`src/rtl/icache_rd_bridge_pkg.sv`:
```
// Shared constants and types for the icache read bridge: AXI encodings,
// FSM state codes and the skid FIFO entry layout.
package icache_rd_bridge_pkg;

   localparam logic [2:0] AXI_SIZE_4B    = 3'b010;
   localparam logic [1:0] AXI_BURST_INCR = 2'b01;
   localparam logic [1:0] AXI_RESP_OKAY  = 2'b00;

   localparam logic [1:0] ST_IDLE = 2'd0;
   localparam logic [1:0] ST_AR   = 2'd1;
   localparam logic [1:0] ST_DATA = 2'd2;

   localparam int FIFO_DEPTH = 2;

   typedef struct packed {
      logic [31:0] data;
      logic        last;
   } ret_beat_t;

   function automatic logic resp_is_err(input logic [1:0] resp);
      return resp != AXI_RESP_OKAY;
   endfunction

endpackage

```
`src/rtl/icache_rd_bridge_if.sv`:
```
// AXI4 read address/data channels between the bridge (master) and the
// read arbiter (slave).
interface icache_rd_bridge_if #(
   parameter int ID_WIDTH = 4
);
   logic [ID_WIDTH-1:0] arid;
   logic [31:0]         araddr;
   logic [7:0]          arlen;
   logic [2:0]          arsize;
   logic [1:0]          arburst;
   logic                arvalid;
   logic                arready;
   logic [ID_WIDTH-1:0] rid;
   logic [31:0]         rdata;
   logic [1:0]          rresp;
   logic                rlast;
   logic                rvalid;
   logic                rready;

   modport master (
      output arid, araddr, arlen, arsize, arburst, arvalid, rready,
      input  arready, rid, rdata, rresp, rlast, rvalid
   );

   modport slave (
      input  arid, araddr, arlen, arsize, arburst, arvalid, rready,
      output arready, rid, rdata, rresp, rlast, rvalid
   );
endinterface

```
`src/rtl/icache_rd_bridge_rd_skid_fifo.sv`:
```
// Two-entry skid FIFO holding returned beats ({data, last}) for the cache.
// Push and pop in the same cycle are both honoured.
module rd_skid_fifo
   import icache_rd_bridge_pkg::*;
(
   input  logic       clk,
   input  logic       rstn,
   input  logic       push,
   input  ret_beat_t  din,
   input  logic       pop,
   output ret_beat_t  dout,
   output logic [1:0] count
);

   ret_beat_t mem [FIFO_DEPTH];
   logic      wr_ptr;
   logic      rd_ptr;
   logic      push_ok;
   logic      pop_ok;

   assign push_ok = push && (count != 2'd2);
   assign pop_ok  = pop && (count != 2'd0);
   assign dout    = mem[rd_ptr];

   always_ff @(posedge clk) begin
      if (!rstn) begin
         // NOTE: the storage is reset as well so the cache sees clean zero data after reset; at two entries this costs nothing.
         mem[0] <= '0;
         mem[1] <= '0;
         wr_ptr <= 1'b0;
         rd_ptr <= 1'b0;
         count  <= 2'd0;
      end else begin
         if (push_ok) begin
            mem[wr_ptr] <= din;
            wr_ptr      <= ~wr_ptr;
         end
         if (pop_ok) begin
            rd_ptr <= ~rd_ptr;
         end
         count <= count + {1'b0, push_ok} - {1'b0, pop_ok};
      end
   end

endmodule

```
`src/rtl/icache_rd_bridge.sv`:
```
// Instruction-cache read responder: one cache request becomes one AXI4 INCR
// read burst; R beats return to the cache through a 2-entry skid FIFO.
module icache_rd_bridge
   import icache_rd_bridge_pkg::*;
#(
   parameter int ID_WIDTH = 4,
   parameter int AXI_ID   = 0
) (
   input  logic                clk,
   input  logic                rstn,
   input  logic                r_req,
   input  logic [31:0]         r_addr,
   input  logic [7:0]          r_length,
   output logic                r_rdy,
   output logic                ret_valid,
   output logic                ret_last,
   output logic [31:0]         ret_data,
   input  logic                r_data_ready,
   output logic                rd_err,
   icache_rd_bridge_if.master  axi
);

   logic [1:0]  state;
   logic [31:0] araddr_q;
   logic [7:0]  arlen_q;
   logic [7:0]  beat_cnt;
   logic        all_pushed;
   logic        rd_err_q;

   logic        arvalid;
   logic        rready;
   logic        push;
   logic        pop;
   logic [1:0]  fifo_count;
   ret_beat_t   push_beat;
   ret_beat_t   head;
   logic        unused_inputs;

   // Single outstanding burst: rid and rlast carry no extra information.
   assign unused_inputs = ^{axi.rid, axi.rlast};

   assign arvalid     = (state == ST_AR);
   assign axi.arvalid = arvalid;
   assign axi.arid    = ID_WIDTH'(AXI_ID);
   assign axi.araddr  = araddr_q;
   assign axi.arlen   = arlen_q;
   assign axi.arsize  = AXI_SIZE_4B;
   assign axi.arburst = AXI_BURST_INCR;
   assign r_rdy       = arvalid & axi.arready;

   // Ready is taken from the pre-pop count so rvalid never sees a path
   // through r_data_ready.
   assign rready     = (state == ST_DATA) && !all_pushed && (fifo_count < 2'd2);
   assign axi.rready = rready;
   assign push       = axi.rvalid & rready;

   // Framing comes from the beat counter, never from rlast.
   assign push_beat.data = axi.rdata;
   assign push_beat.last = (beat_cnt == arlen_q);

   assign ret_valid = (fifo_count != 2'd0);
   assign ret_data  = head.data;
   assign ret_last  = ret_valid & head.last;
   assign pop       = ret_valid & r_data_ready;
   assign rd_err    = rd_err_q;

   rd_skid_fifo u_fifo (
      .clk   (clk),
      .rstn  (rstn),
      .push  (push),
      .din   (push_beat),
      .pop   (pop),
      .dout  (head),
      .count (fifo_count)
   );

   always_ff @(posedge clk) begin
      if (!rstn) begin
         // NOTE: all state updates here are non-blocking so every register sees pre-edge values regardless of statement order.
         state      <= ST_IDLE;
         araddr_q   <= '0;
         arlen_q    <= '0;
         beat_cnt   <= '0;
         all_pushed <= 1'b0;
         rd_err_q   <= 1'b0;
      end else begin
         case (state)
            ST_IDLE: begin
               if (r_req) begin
                  araddr_q   <= r_addr;
                  arlen_q    <= r_length;
                  beat_cnt   <= '0;
                  all_pushed <= 1'b0;
                  rd_err_q   <= 1'b0;
                  state      <= ST_AR;
               end
            end
            ST_AR: begin
               if (axi.arready) begin
                  state <= ST_DATA;
               end
            end
            ST_DATA: begin
               if (push) begin
                  beat_cnt <= beat_cnt + 8'd1;
                  if (push_beat.last) begin
                     all_pushed <= 1'b1;
                  end
                  if (resp_is_err(axi.rresp)) begin
                     rd_err_q <= 1'b1;
                  end
               end
               if (pop && head.last) begin
                  state <= ST_IDLE;
               end
            end
            default: state <= ST_IDLE;
         endcase
      end
   end

endmodule
```
`src/flat_wrapper.sv`:
```
// flat-port wrapper written by rule: the top's interface ports become plain ports
module icache_rd_bridge_flat import icache_rd_bridge_pkg::*;
#(
   parameter int ID_WIDTH = 4,
   parameter int AXI_ID   = 0
)
  (clk, rstn, r_req, r_addr, r_length, r_rdy, ret_valid, ret_last, ret_data, r_data_ready, rd_err, axi_arid, axi_araddr, axi_arlen, axi_arsize, axi_arburst, axi_arvalid, axi_rready, axi_arready, axi_rid, axi_rdata, axi_rresp, axi_rlast, axi_rvalid);
  icache_rd_bridge_if #(.ID_WIDTH(ID_WIDTH)) axi_i ();
  input  logic clk;
  input  logic rstn;
  input  logic r_req;
  input  logic [31:0] r_addr;
  input  logic [7:0] r_length;
  output logic r_rdy;
  output logic ret_valid;
  output logic ret_last;
  output logic [31:0] ret_data;
  input  logic r_data_ready;
  output logic rd_err;
  output wire logic [$bits(axi_i.arid)-1:0] axi_arid;
  output wire logic [$bits(axi_i.araddr)-1:0] axi_araddr;
  output wire logic [$bits(axi_i.arlen)-1:0] axi_arlen;
  output wire logic [$bits(axi_i.arsize)-1:0] axi_arsize;
  output wire logic [$bits(axi_i.arburst)-1:0] axi_arburst;
  output wire logic [$bits(axi_i.arvalid)-1:0] axi_arvalid;
  output wire logic [$bits(axi_i.rready)-1:0] axi_rready;
  input wire logic [$bits(axi_i.arready)-1:0] axi_arready;
  input wire logic [$bits(axi_i.rid)-1:0] axi_rid;
  input wire logic [$bits(axi_i.rdata)-1:0] axi_rdata;
  input wire logic [$bits(axi_i.rresp)-1:0] axi_rresp;
  input wire logic [$bits(axi_i.rlast)-1:0] axi_rlast;
  input wire logic [$bits(axi_i.rvalid)-1:0] axi_rvalid;
  assign axi_arid = axi_i.arid;
  assign axi_araddr = axi_i.araddr;
  assign axi_arlen = axi_i.arlen;
  assign axi_arsize = axi_i.arsize;
  assign axi_arburst = axi_i.arburst;
  assign axi_arvalid = axi_i.arvalid;
  assign axi_rready = axi_i.rready;
  assign axi_i.arready = axi_arready;
  assign axi_i.rid = axi_rid;
  assign axi_i.rdata = axi_rdata;
  assign axi_i.rresp = axi_rresp;
  assign axi_i.rlast = axi_rlast;
  assign axi_i.rvalid = axi_rvalid;
  icache_rd_bridge #(.ID_WIDTH(ID_WIDTH), .AXI_ID(AXI_ID)) u_core (.clk(clk), .rstn(rstn), .r_req(r_req), .r_addr(r_addr), .r_length(r_length), .r_rdy(r_rdy), .ret_valid(ret_valid), .ret_last(ret_last), .ret_data(ret_data), .r_data_ready(r_data_ready), .rd_err(rd_err), .axi(axi_i));
endmodule
```
`config.mk`:
```
export PLATFORM = sky130hd
export DESIGN_NAME = icache_rd_bridge_flat
export DESIGN_NICKNAME = d
export VERILOG_FILES = /design/src/rtl/icache_rd_bridge_pkg.sv /design/src/rtl/icache_rd_bridge_if.sv /design/src/rtl/icache_rd_bridge_rd_skid_fifo.sv /design/src/rtl/icache_rd_bridge.sv /design/src/flat_wrapper.sv
export SDC_FILE = /design/constraint.sdc
export NUM_CORES = 1
export LEC_CHECK = 0
export BUFFER_PORTS_ARGS = -buffer_cell sky130_fd_sc_hd__buf_2
export CORE_ASPECT_RATIO = 0.7
export CORE_MARGIN = 4
export CORE_UTILIZATION = 35
export CTS_CLUSTER_DIAMETER = 200
export DETAILED_ROUTE_END_ITERATION = 8
export GPL_TIMING_DRIVEN = 0
export HOLD_SLACK_MARGIN = 0.1
export RECOVER_POWER = 100
export SLEW_MARGIN = 15
export SYNTH_ARGS = -nofsm -noshare
export SYNTH_HDL_FRONTEND = slang
export SYNTH_SLANG_ARGS = --single-unit
```
`constraint.sdc`:
```
create_clock -name clk -period 5.1 [get_ports clk]
set_clock_uncertainty 0.1 [all_clocks]
set_input_delay 0.765 -clock clk [delete_from_list [all_inputs] [get_ports clk]]
set_output_delay 0.765 -clock clk [all_outputs]
set_load 0.02 [all_outputs]
```
==> impl_metrics.csv, run 1 <==
group,metric,value,unit
status,status,"finished with violations",
status,violations,"max-capacitance violations, max-slew violations",
worst_setup_path,criticalPathCategory,"reg -> reg",
worst_setup_path,startpoint_type,"register",
detailed_routing,ant_nets,0,
logic_synthesis,netlist.area_leader.share,0.383,
floorplan,dieArea,16800,um2
final_layout,final_cell_mix,"102 x clkbuf_1, 88 x nand2_1, 81 x buf_2",
final_layout,area_delta_synth_final,30.6,%
final_layout,layout.cells.non_filler,855,
clocking,worstSkewPairLatency,400,ps
global_route,grt_util_met1,0.199,
clocking,ctsHoldBuffers,0,
hold_path,hold_class,"reg -> reg",
worst_setup_path,arrival,3680,ps
pwr,power.share.clock,0.431,
detailed_routing,drc_errors,0,
detailed_routing,drt-total-wl,12800,um
logic_synthesis,synth_cell_types,40,
pwr,p_leak,2.69,nW
logic_synthesis,synth_area_per_cell,11.1,um2
final_layout,n_antenna_cell,0,
sta,fin_crit,3670,ps
clocking,clk_pin_slew,50,ps
logic_synthesis,netlist_instances,468,
sta,drv_slew,24,
final_layout,final_common_cell,"clkbuf_1",
sta,rsz0062_at_grt,"no",
pwr,peakVddDrop,0.219,mV
global_route,grt-ovfl-total,0,
detailed_routing,viasPerCell,4.61,
floorplan,chipHeight,110,um
flow_run,drv_cap,2,
sta,post-route-period-util,0.720,
pwr,switching_share,0.270,
floorplan,coreArea,14200,um2
clocking,root_buffer,"clkbuf_16",
final_layout,final_area,6770,um2
floorplan,die-width,153,um
sta,setup_violations,0,
pwr,switching_power,778,uW
global_route,grt_max_degree,23,
placement,placed_area,6300,um2
worst_setup_path,cp_max_fo,22,
clocking,cts_buffers,17,
clocking,post_cts_buffers,0,
sta,finalHoldViolCount,0,
detailed_routing,first_iter_violations,205,
pwr,p_int,2.10,mW
logic_synthesis,ys_ff_latch,123,
clocking,clkSinkCount,123,
final_layout,layout.nets,740,
sta,tightest_slew,2040,ps
logic_synthesis,syn_area,5180,um2
clocking,cts_buffer_depth,2,
global_route,busiest_layer,"met2",
detailed_routing,wire_per_inst,15.0,um
sta,maxSlewHeadroom,-0.377,
pwr,power_density,426,nW/um2
floorplan,ios,172,
global_route,antenna_found_initial,1,
global_route,globalRouteTotalUtil,0.155,
sta,max_freq,272,MHz
global_route,use_met2,0.251,
placement,place_congestion,0.778,
clocking,cts_tree,"done",
clocking,post_cts_resized,0,
floorplan,initial_core_util,0.365,
logic_synthesis,synth_top_cell_by_area,"edfxtp_1",
placement,port-buffer-count,156,
global_route,grt_pass1_vias,4154,
worst_setup_path,cp.required,5110,ps
global_route,grt_pass1_wl,20500,um
worst_setup_path,worst_setup_path_end_kind,"register",
pwr,seq_power_share,0.394,
placement,dp.cells,823,
detailed_routing,via_count,3944,
clocking,htreeDepth,4,
logic_synthesis,synth_area_leaders,"edfxtp_1 38%, dfxtp_1 22%, and2_1 8.0%, mux2_2 7.0%, nand2_1 6.3%",
detailed_routing,firstDrtPassIters,4,
pwr,p_comb_frac,0.175,
final_layout,drive_gt1_frac,0.230,
logic_synthesis,ys_warn_count,0,
global_route,gr-usage-met3,0.0433,
logic_synthesis,ys_seq_area_frac,0.603,
placement,dp_hpwl,9650,um
floorplan,rows,36,
critical path, stage by stage (launching register included):
cell and delay (ps):
dfxtp_1 500, nor4b_1 590, nand2_1 300, o21ai_0 1610, buf_16 260
cell type report:
type,instances,area (um2)
Clock buffer,20,437
Multi-Input combinational cell,310,1860
Buffer,34,165
Timing Repair Buffer,158,742
Sequential cell,123,3120
Inverter,8,30.0
Tap cell,190,238
Fill cell,1407,7420
Clock inverter,12,173
state kept, by name, summed over array words and instances, names as in the netlist, named ones only:
name                  cells
u_core.axi.arlen          8
u_core.u_fifo.rd_ptr      1
u_core.state              2
u_core.u_fifo.count       2
u_core.u_fifo.mem        66
u_core.beat_cnt           8
u_core.all_pushed         1
u_core.u_fifo.wr_ptr      1
u_core.axi.araddr        32
u_core.rd_err             1
kinds of logic (layout without fill, tap and decap cells):
family	count (synthesis)	after routing	synth area share
compound gates	57	57	0.0594
xor+xnor	17	17	0.0287
fa+ha+maj	3	3	0.00725
buf+inv	42	232	0.0391
flops	123	123	0.603
mux	33	33	0.0715
other cells	2	9	0.00145
simple gates	191	191	0.190
routing by layer:
metal | part of all wire | wire length, um | up-vias
li1 | - | - | 1932
met2 | 0.48 | 6200 | 98
met3 | 0.042 | 533 | 22
met1 | 0.45 | 5800 | 1890
met4 | 0.020 | 254 | 2
met5 | 0.0016 | 20 | -
Yosys cell counts, drive strengths merged:
| cell | number |
|---|---|
| nand2 | 88 |
| and2 | 66 |
| edfxtp | 66 |
| dfxtp | 57 |
| a21oi | 45 |
| mux2 | 32 |
| clkbuf | 18 |
| buf | 16 |
| nor2 | 15 |
| xor2 | 11 |
| inv | 8 |
| o21ai | 6 |
| xnor2 | 6 |
| nor2b | 4 |
| ha | 3 |
| nand3 | 3 |
| a211oi | 2 |
| conb | 2 |
| nand4b | 2 |
| nor3 | 2 |
| nor4 | 2 |
| a2111oi | 1 |
| and4bb | 1 |
| mux2i | 1 |
| nand2b | 1 |
| nand3b | 1 |
| nand4 | 1 |
| nand4bb | 1 |
| nor4b | 1 |
| o2111a | 1 |
| o2111ai | 1 |
| o32ai | 1 |
| or2 | 1 |
| or3b | 1 |
| or4 | 1 |
metrics by stage:
step	hold WS, ps	power, mW	utilization	setup slack (ps)	TNS [ps]
5_1_grt	359	3.00	0.477	1010	0
3_3_place_gp	335	1.68	0.439	-481	-30970
3_5_place_dp	335	1.69	0.444	2510	0
2_1_floorplan	372	1.50	-	1070	0
4_1_cts	343	2.94	0.487	2050	0
6_report	341	2.88	0.477	1430	0
power groups by stage:
stage | Sequential, mW | Combinational, mW | Clock (mW)
2_1_floorplan | 1.18 | 0.322 | 0
3_3_place_gp | 1.16 | 0.522 | 0
3_5_place_dp | 1.16 | 0.535 | 0
4_1_cts | 1.14 | 0.538 | 1.26
5_1_grt | 1.14 | 0.553 | 1.30
6_report | 1.13 | 0.504 | 1.24
final timing paths:
| kind | slack, ps | startpoint | depth (start not counted) | end |
|---|---|---|---|---|
| min | 340 | u_core.rd_err$_SDFFE_PN0P_ | 2 | u_core.rd_err$_SDFFE_PN0P_ |
| min reg2reg | 340 | u_core.rd_err$_SDFFE_PN0P_ | 2 | u_core.rd_err$_SDFFE_PN0P_ |
| max reg2reg | 1430 | u_core.state[1]$_SDFFE_PN0P_ | 4 | u_core.u_fifo.mem[1][9]$_SDFFCE_PN0P_ |
| max | 1430 | u_core.state[1]$_SDFFE_PN0P_ | 4 | u_core.u_fifo.mem[1][9]$_SDFFCE_PN0P_ |
Power figures use the tool's default switching activity.
==> inputs of run 2 (changes only) <==
==> constraint.sdc (replaced) <==
create_clock -name clk -period 3.8 [get_ports clk]
set_clock_uncertainty 0.1 [all_clocks]
set_input_delay 0.57 -clock clk [delete_from_list [all_inputs] [get_ports clk]]
set_output_delay 0.57 -clock clk [all_outputs]
set_load 0.02 [all_outputs]
==> run 2 against run 1 <==
  * The flow now finishes without violations
  * Largest power group unchanged
  * Final area decreased by 0.35%
  * Global-route usage unchanged
  * Register-to-register slack got worse by 640 ps
  * Combinational power is 33% higher
  * Clock power up 35%
  * Via count is 0.20% lower
==> impl_metrics.csv, run 2 (same netlist as run 1, synthesis figures left out) <==
group,metric,value,unit
detailed_routing,via_count,3936,
placement,port-buffer-count,156,
detailed_routing,firstDrtPassIters,4,
detailed_routing,ant_nets,0,
final_layout,area_delta_synth_final,30.1,%
sta,finalHoldViolCount,0,
final_layout,largest_reg_flops,66,
final_layout,multi_input_area,1880,um2
sta,max_freq,332,MHz
worst_setup_path,criticalPathCategory,"reg -> reg",
flow_run,drv_cap,0,
clocking,cts_buffer_depth,2,
final_layout,final_cell_mix,"103 x clkbuf_1, 87 x nand2_1, 81 x buf_2",
clocking,clk_pin_slew,50,ps
floorplan,ios,172,
sta,post-route-period-util,0.793,
worst_setup_path,cp.required,3740,ps
pwr,peakVddDrop,0.294,mV
sta,tightest_slew,645,ps
worst_setup_path,startpoint_type,"register",
sta,setup_violations,0,
clocking,ctsHoldBuffers,0,
sta,fin_hold_ws,295,ps
clocking,htreeDepth,4,
final_layout,nFillCells,1410,
hold_path,hold_class,"in -> reg",
global_route,grt_max_degree,23,
floorplan,initial_core_util,0.365,
clocking,clkSinkCount,123,
sta,rsz0062_at_grt,"no",
sta,maxSlewHeadroom,0.564,
clocking,cts_buffers,17,
global_route,grt_pass1_wl,20500,um
detailed_routing,drt-total-wl,12800,um
clocking,cts_tree,"done",
floorplan,dieArea,16800,um2
clocking,post_cts_resized,0,
clocking,post_cts_buffers,0,
final_layout,top_register,"u_core.u_fifo.mem",
global_route,globalRouteTotalUtil,0.155,
clocking,worstSkewPairLatency,400,ps
sta,drv_slew,0,
final_layout,layout.nets,740,
sta,fin_crit,3010,ps
floorplan,die-width,153,um
placement,dp_hpwl,9650,um
final_layout,n_antenna_cell,0,
worst_setup_path,cp_max_fo,22,
global_route,grt_pass1_vias,4154,
worst_setup_path,worst_setup_path_end_kind,"register",
floorplan,chipHeight,110,um
pwr,p_leak,2.67,nW
worst_setup_path,arrival,2950,ps
pwr,total_power,3.86,mW
global_route,antenna_found_initial,1,
detailed_routing,wire_per_inst,15.0,um
detailed_routing,drc_errors,0,
detailed_routing,first_iter_violations,204,
detailed_routing,viasPerCell,4.60,
pwr,power_density,572,nW/um2
global_route,grt-ovfl-total,0,
floorplan,rows,36,
floorplan,coreArea,14200,um2
final_layout,seq_area,3120,um2
status,status,"finished clean",
placement,place_congestion,0.778,
final_layout,drive_gt1_frac,0.233,
final_layout,final_common_cell,"clkbuf_1",
clocking,root_buffer,"clkbuf_16",
## run 2: metrics by stage
step           instances  area, um2  setup WS [ps]   util  setup TNS, ps
2_1_floorplan        475       5210           -233      -         -15390
3_3_place_gp         821       6220          -1740  0.439        -114170
3_5_place_dp         823       6300           1410  0.444              0
4_1_cts              855       6910            946  0.487              0
5_1_grt              855       6740            506  0.475              0
6_report             855       6740            788  0.475              0
## run 2: layout make-up
type                            count  area share
Multi-Input combinational cell    310       0.279
Sequential cell                   123       0.463
Timing Repair Buffer              158       0.103
Inverter                            8     0.00445
Buffer                             34      0.0239
Clock inverter                     12      0.0256
Clock buffer                       20      0.0648
Tap cell                          190      0.0353
## run 2: layer usage
| layer | track usage | vias up | wire length (um) | share of wire |
|---|---|---|---|---|
| li1 | - | 1930 | - | - |
| met1 | 0.199 | 1892 | 5790 | 0.45 |
| met2 | 0.251 | 92 | 6230 | 0.49 |
| met3 | 0.0433 | 20 | 516 | 0.040 |
| met4 | 0.0599 | 2 | 248 | 0.019 |
| met5 | 0 | - | 20 | 0.0016 |
## run 2: power by group
group          total (mW)  switching [mW]  internal (mW)
combinational       0.671           0.432          0.239
clock                1.67           0.573           1.09
sequential           1.52          0.0412           1.48
## run 2: worst paths after layout
kind	endpoint	slack (ps)	start	depth (start not counted)
worst max register to register	u_core.u_fifo.mem[1][9]$_SDFFCE_PN0P_	790	u_core.state[1]$_SDFFE_PN0P_	4
worst min register to register	u_core.rd_err$_SDFFE_PN0P_	340	u_core.rd_err$_SDFFE_PN0P_	2
worst min-delay path	u_core.state[0]$_SDFFE_PN0P_	290	axi_arready	2
worst max-delay path	u_core.u_fifo.mem[1][9]$_SDFFCE_PN0P_	790	u_core.state[1]$_SDFFE_PN0P_	4
## run 2: worst max-delay path, stage by stage (launching register included)
cell and delay, ps:
dfxtp_1 500, nor4b_1 590, nand2_1 380, o21ai_4 470
clkbuf_2 590
==> inputs of run 3 (changes only) <==
==> constraint.sdc (replaced) <==
create_clock -name clk -period 3.15 [get_ports clk]
set_clock_uncertainty 0.1 [all_clocks]
set_input_delay 0.4725 -clock clk [delete_from_list [all_inputs] [get_ports clk]]
set_output_delay 0.4725 -clock clk [all_outputs]
set_load 0.02 [all_outputs]
==> run 3 against run 2 <==
  * Power increased by 21%
  * Critical path depth unchanged
  * Final area increased by 0.67%
  * Utilization increased by 0.32 points
  * Critical endpoint is now ret_data[1]
  * Combinational power increased by 22%
  * Via count about the same
  * Largest cell class unchanged
  * Sequential cell count unchanged
  * Count of clock-buffer cells in the layout unchanged
  * Global-route usage unchanged
==> impl_metrics.csv, run 3 (same netlist as run 1, synthesis figures left out) <==
group,metric,value,unit
placement,placed_area,6300,um2
sta,rsz0062_at_grt,"no",
global_route,grt_pass1_vias,4154,
clocking,cts_buffers,17,
worst_setup_path,worst_setup_path_end_kind,"output port",
pwr,power_density,687,nW/um2
final_layout,final_cell_mix,"103 x clkbuf_1, 87 x nand2_1, 81 x buf_2",
global_route,grt_pass1_wl,20500,um
floorplan,ios,172,
final_layout,final_area,6790,um2
clocking,post_cts_resized,0,
global_route,grt_max_degree,23,
pwr,p_leak,2.69,nW
clocking,clkSinkCount,123,
final_layout,utilization,0.478,
detailed_routing,wire_per_inst,15.0,um
floorplan,die-width,153,um
clocking,root_buffer,"clkbuf_16",
hold_path,hold_class,"in -> reg",
detailed_routing,via_count,3937,
worst_setup_path,cp.required,2580,ps
sta,post-route-period-util,0.860,
sta,max_freq,369,MHz
final_layout,area_delta_synth_final,31.0,%
final_layout,drive_gt1_frac,0.233,
clocking,worstSkewPairLatency,400,ps
global_route,antenna_found_initial,1,
hold_path,min_delay_path_depth,2,
final_layout,top_register,"u_core.u_fifo.mem",
sta,setup_violations,0,
final_layout,final_common_cell,"clkbuf_1",
sta,tightest_slew,645,ps
floorplan,coreArea,14200,um2
placement,place_congestion,0.778,
worst_setup_path,reg2reg_depth,4,
clocking,htreeDepth,4,
clocking,cts_tree,"done",
detailed_routing,first_iter_violations,205,
placement,port-buffer-count,156,
clocking,clk_pin_slew,50,ps
worst_setup_path,criticalPathCategory,"reg -> out",
sta,fin_hold_ws,197,ps
status,status,"finished clean",
clocking,post_cts_buffers,0,
detailed_routing,drc_errors,0,
detailed_routing,firstDrtPassIters,4,
detailed_routing,viasPerCell,4.60,
floorplan,rows,36,
global_route,globalRouteTotalUtil,0.155,
detailed_routing,drt-total-wl,12800,um
floorplan,initial_core_util,0.365,
final_layout,largest_reg_flops,66,
placement,dp_slack,853,ps
sta,drv_slew,0,
worst_setup_path,startpoint_type,"register",
sta,fin_crit,2710,ps
final_layout,n_antenna_cell,0,
clocking,cts_buffer_depth,2,
final_layout,nFillCells,1404,
worst_setup_path,arrival,2140,ps
sta,maxSlewHeadroom,0.564,
final_layout,layout.nets,740,
global_route,grt-ovfl-total,0,
sta,worst_slack,442,ps
flow_run,drv_cap,0,
pwr,peakVddDrop,0.355,mV
placement,dp_hpwl,9650,um
sta,finalHoldViolCount,0,
clocking,ctsHoldBuffers,0,
floorplan,dieArea,16800,um2
detailed_routing,ant_nets,0,
floorplan,chipHeight,110,um
worst_setup_path,cp_max_fo,10,
-- run 3: cell count changes in the layout (fill, tap and decap cells not counted) --
cell / delta
buf_16: +2
clkbuf_2: -2
-- run 3: worst max-delay path, cell delays in order (launching register included) --
cell,delay (ps)
dfxtp_1,300
clkbuf_1,290
clkbuf_1,540
mux2_2,410
clkbuf_1,190
-- run 3: final cells by class --
cell class                 instances  area (um2)  area share
tap                              190         238      0.0350
buffer                            34         161      0.0238
multi-input combinational        310        1880       0.277
inverter                           8        30.0     0.00442
clock inverter                    12         173      0.0254
sequential                       123        3120       0.460
clock buffer                      20         437      0.0643
timing repair buffer             158         742       0.109
-- run 3: per-stage QoR --
| stage | setup TNS [ps] | total power, mW | cells |
|---|---|---|---|
| after detailed placement | 0 | 2.74 | 823 |
| after global placement | -157070 | 2.72 | 821 |
| after CTS | 0 | 4.76 | 855 |
| after floorplan | -58290 | 2.43 | 475 |
| after global routing | 0 | 4.85 | 855 |
| final | 0 | 4.66 | 855 |
-- run 3: path summary, 6_finish.rpt --
kind | from | endpoint | slack, ps
setup / recovery | register | ret_data[1] | 440
hold / removal | axi_arready | u_core.state[0]$_SDFFE_PN0P_ | 200
setup reg to reg | u_core.state[1]$_SDFFE_PN0P_ | u_core.u_fifo.mem[1][9]$_SDFFCE_PN0P_ | 510
hold reg to reg | u_core.rd_err$_SDFFE_PN0P_ | u_core.rd_err$_SDFFE_PN0P_ | 340
-- run 3: power by group --
part / total (mW) / switching [mW] / internal [mW]
registers: 1.84 / 0.0498 / 1.79
clock network: 2.01 / 0.691 / 1.32
logic: 0.817 / 0.522 / 0.295
-- run 3: layer usage --
metal  global-route usage  share of wire  up-vias
li1                     -              -     1930
met1                0.199           0.45     1893
met2                0.251           0.49       92
met3               0.0433          0.040       20
met4               0.0599          0.019        2
met5                    0         0.0016        -
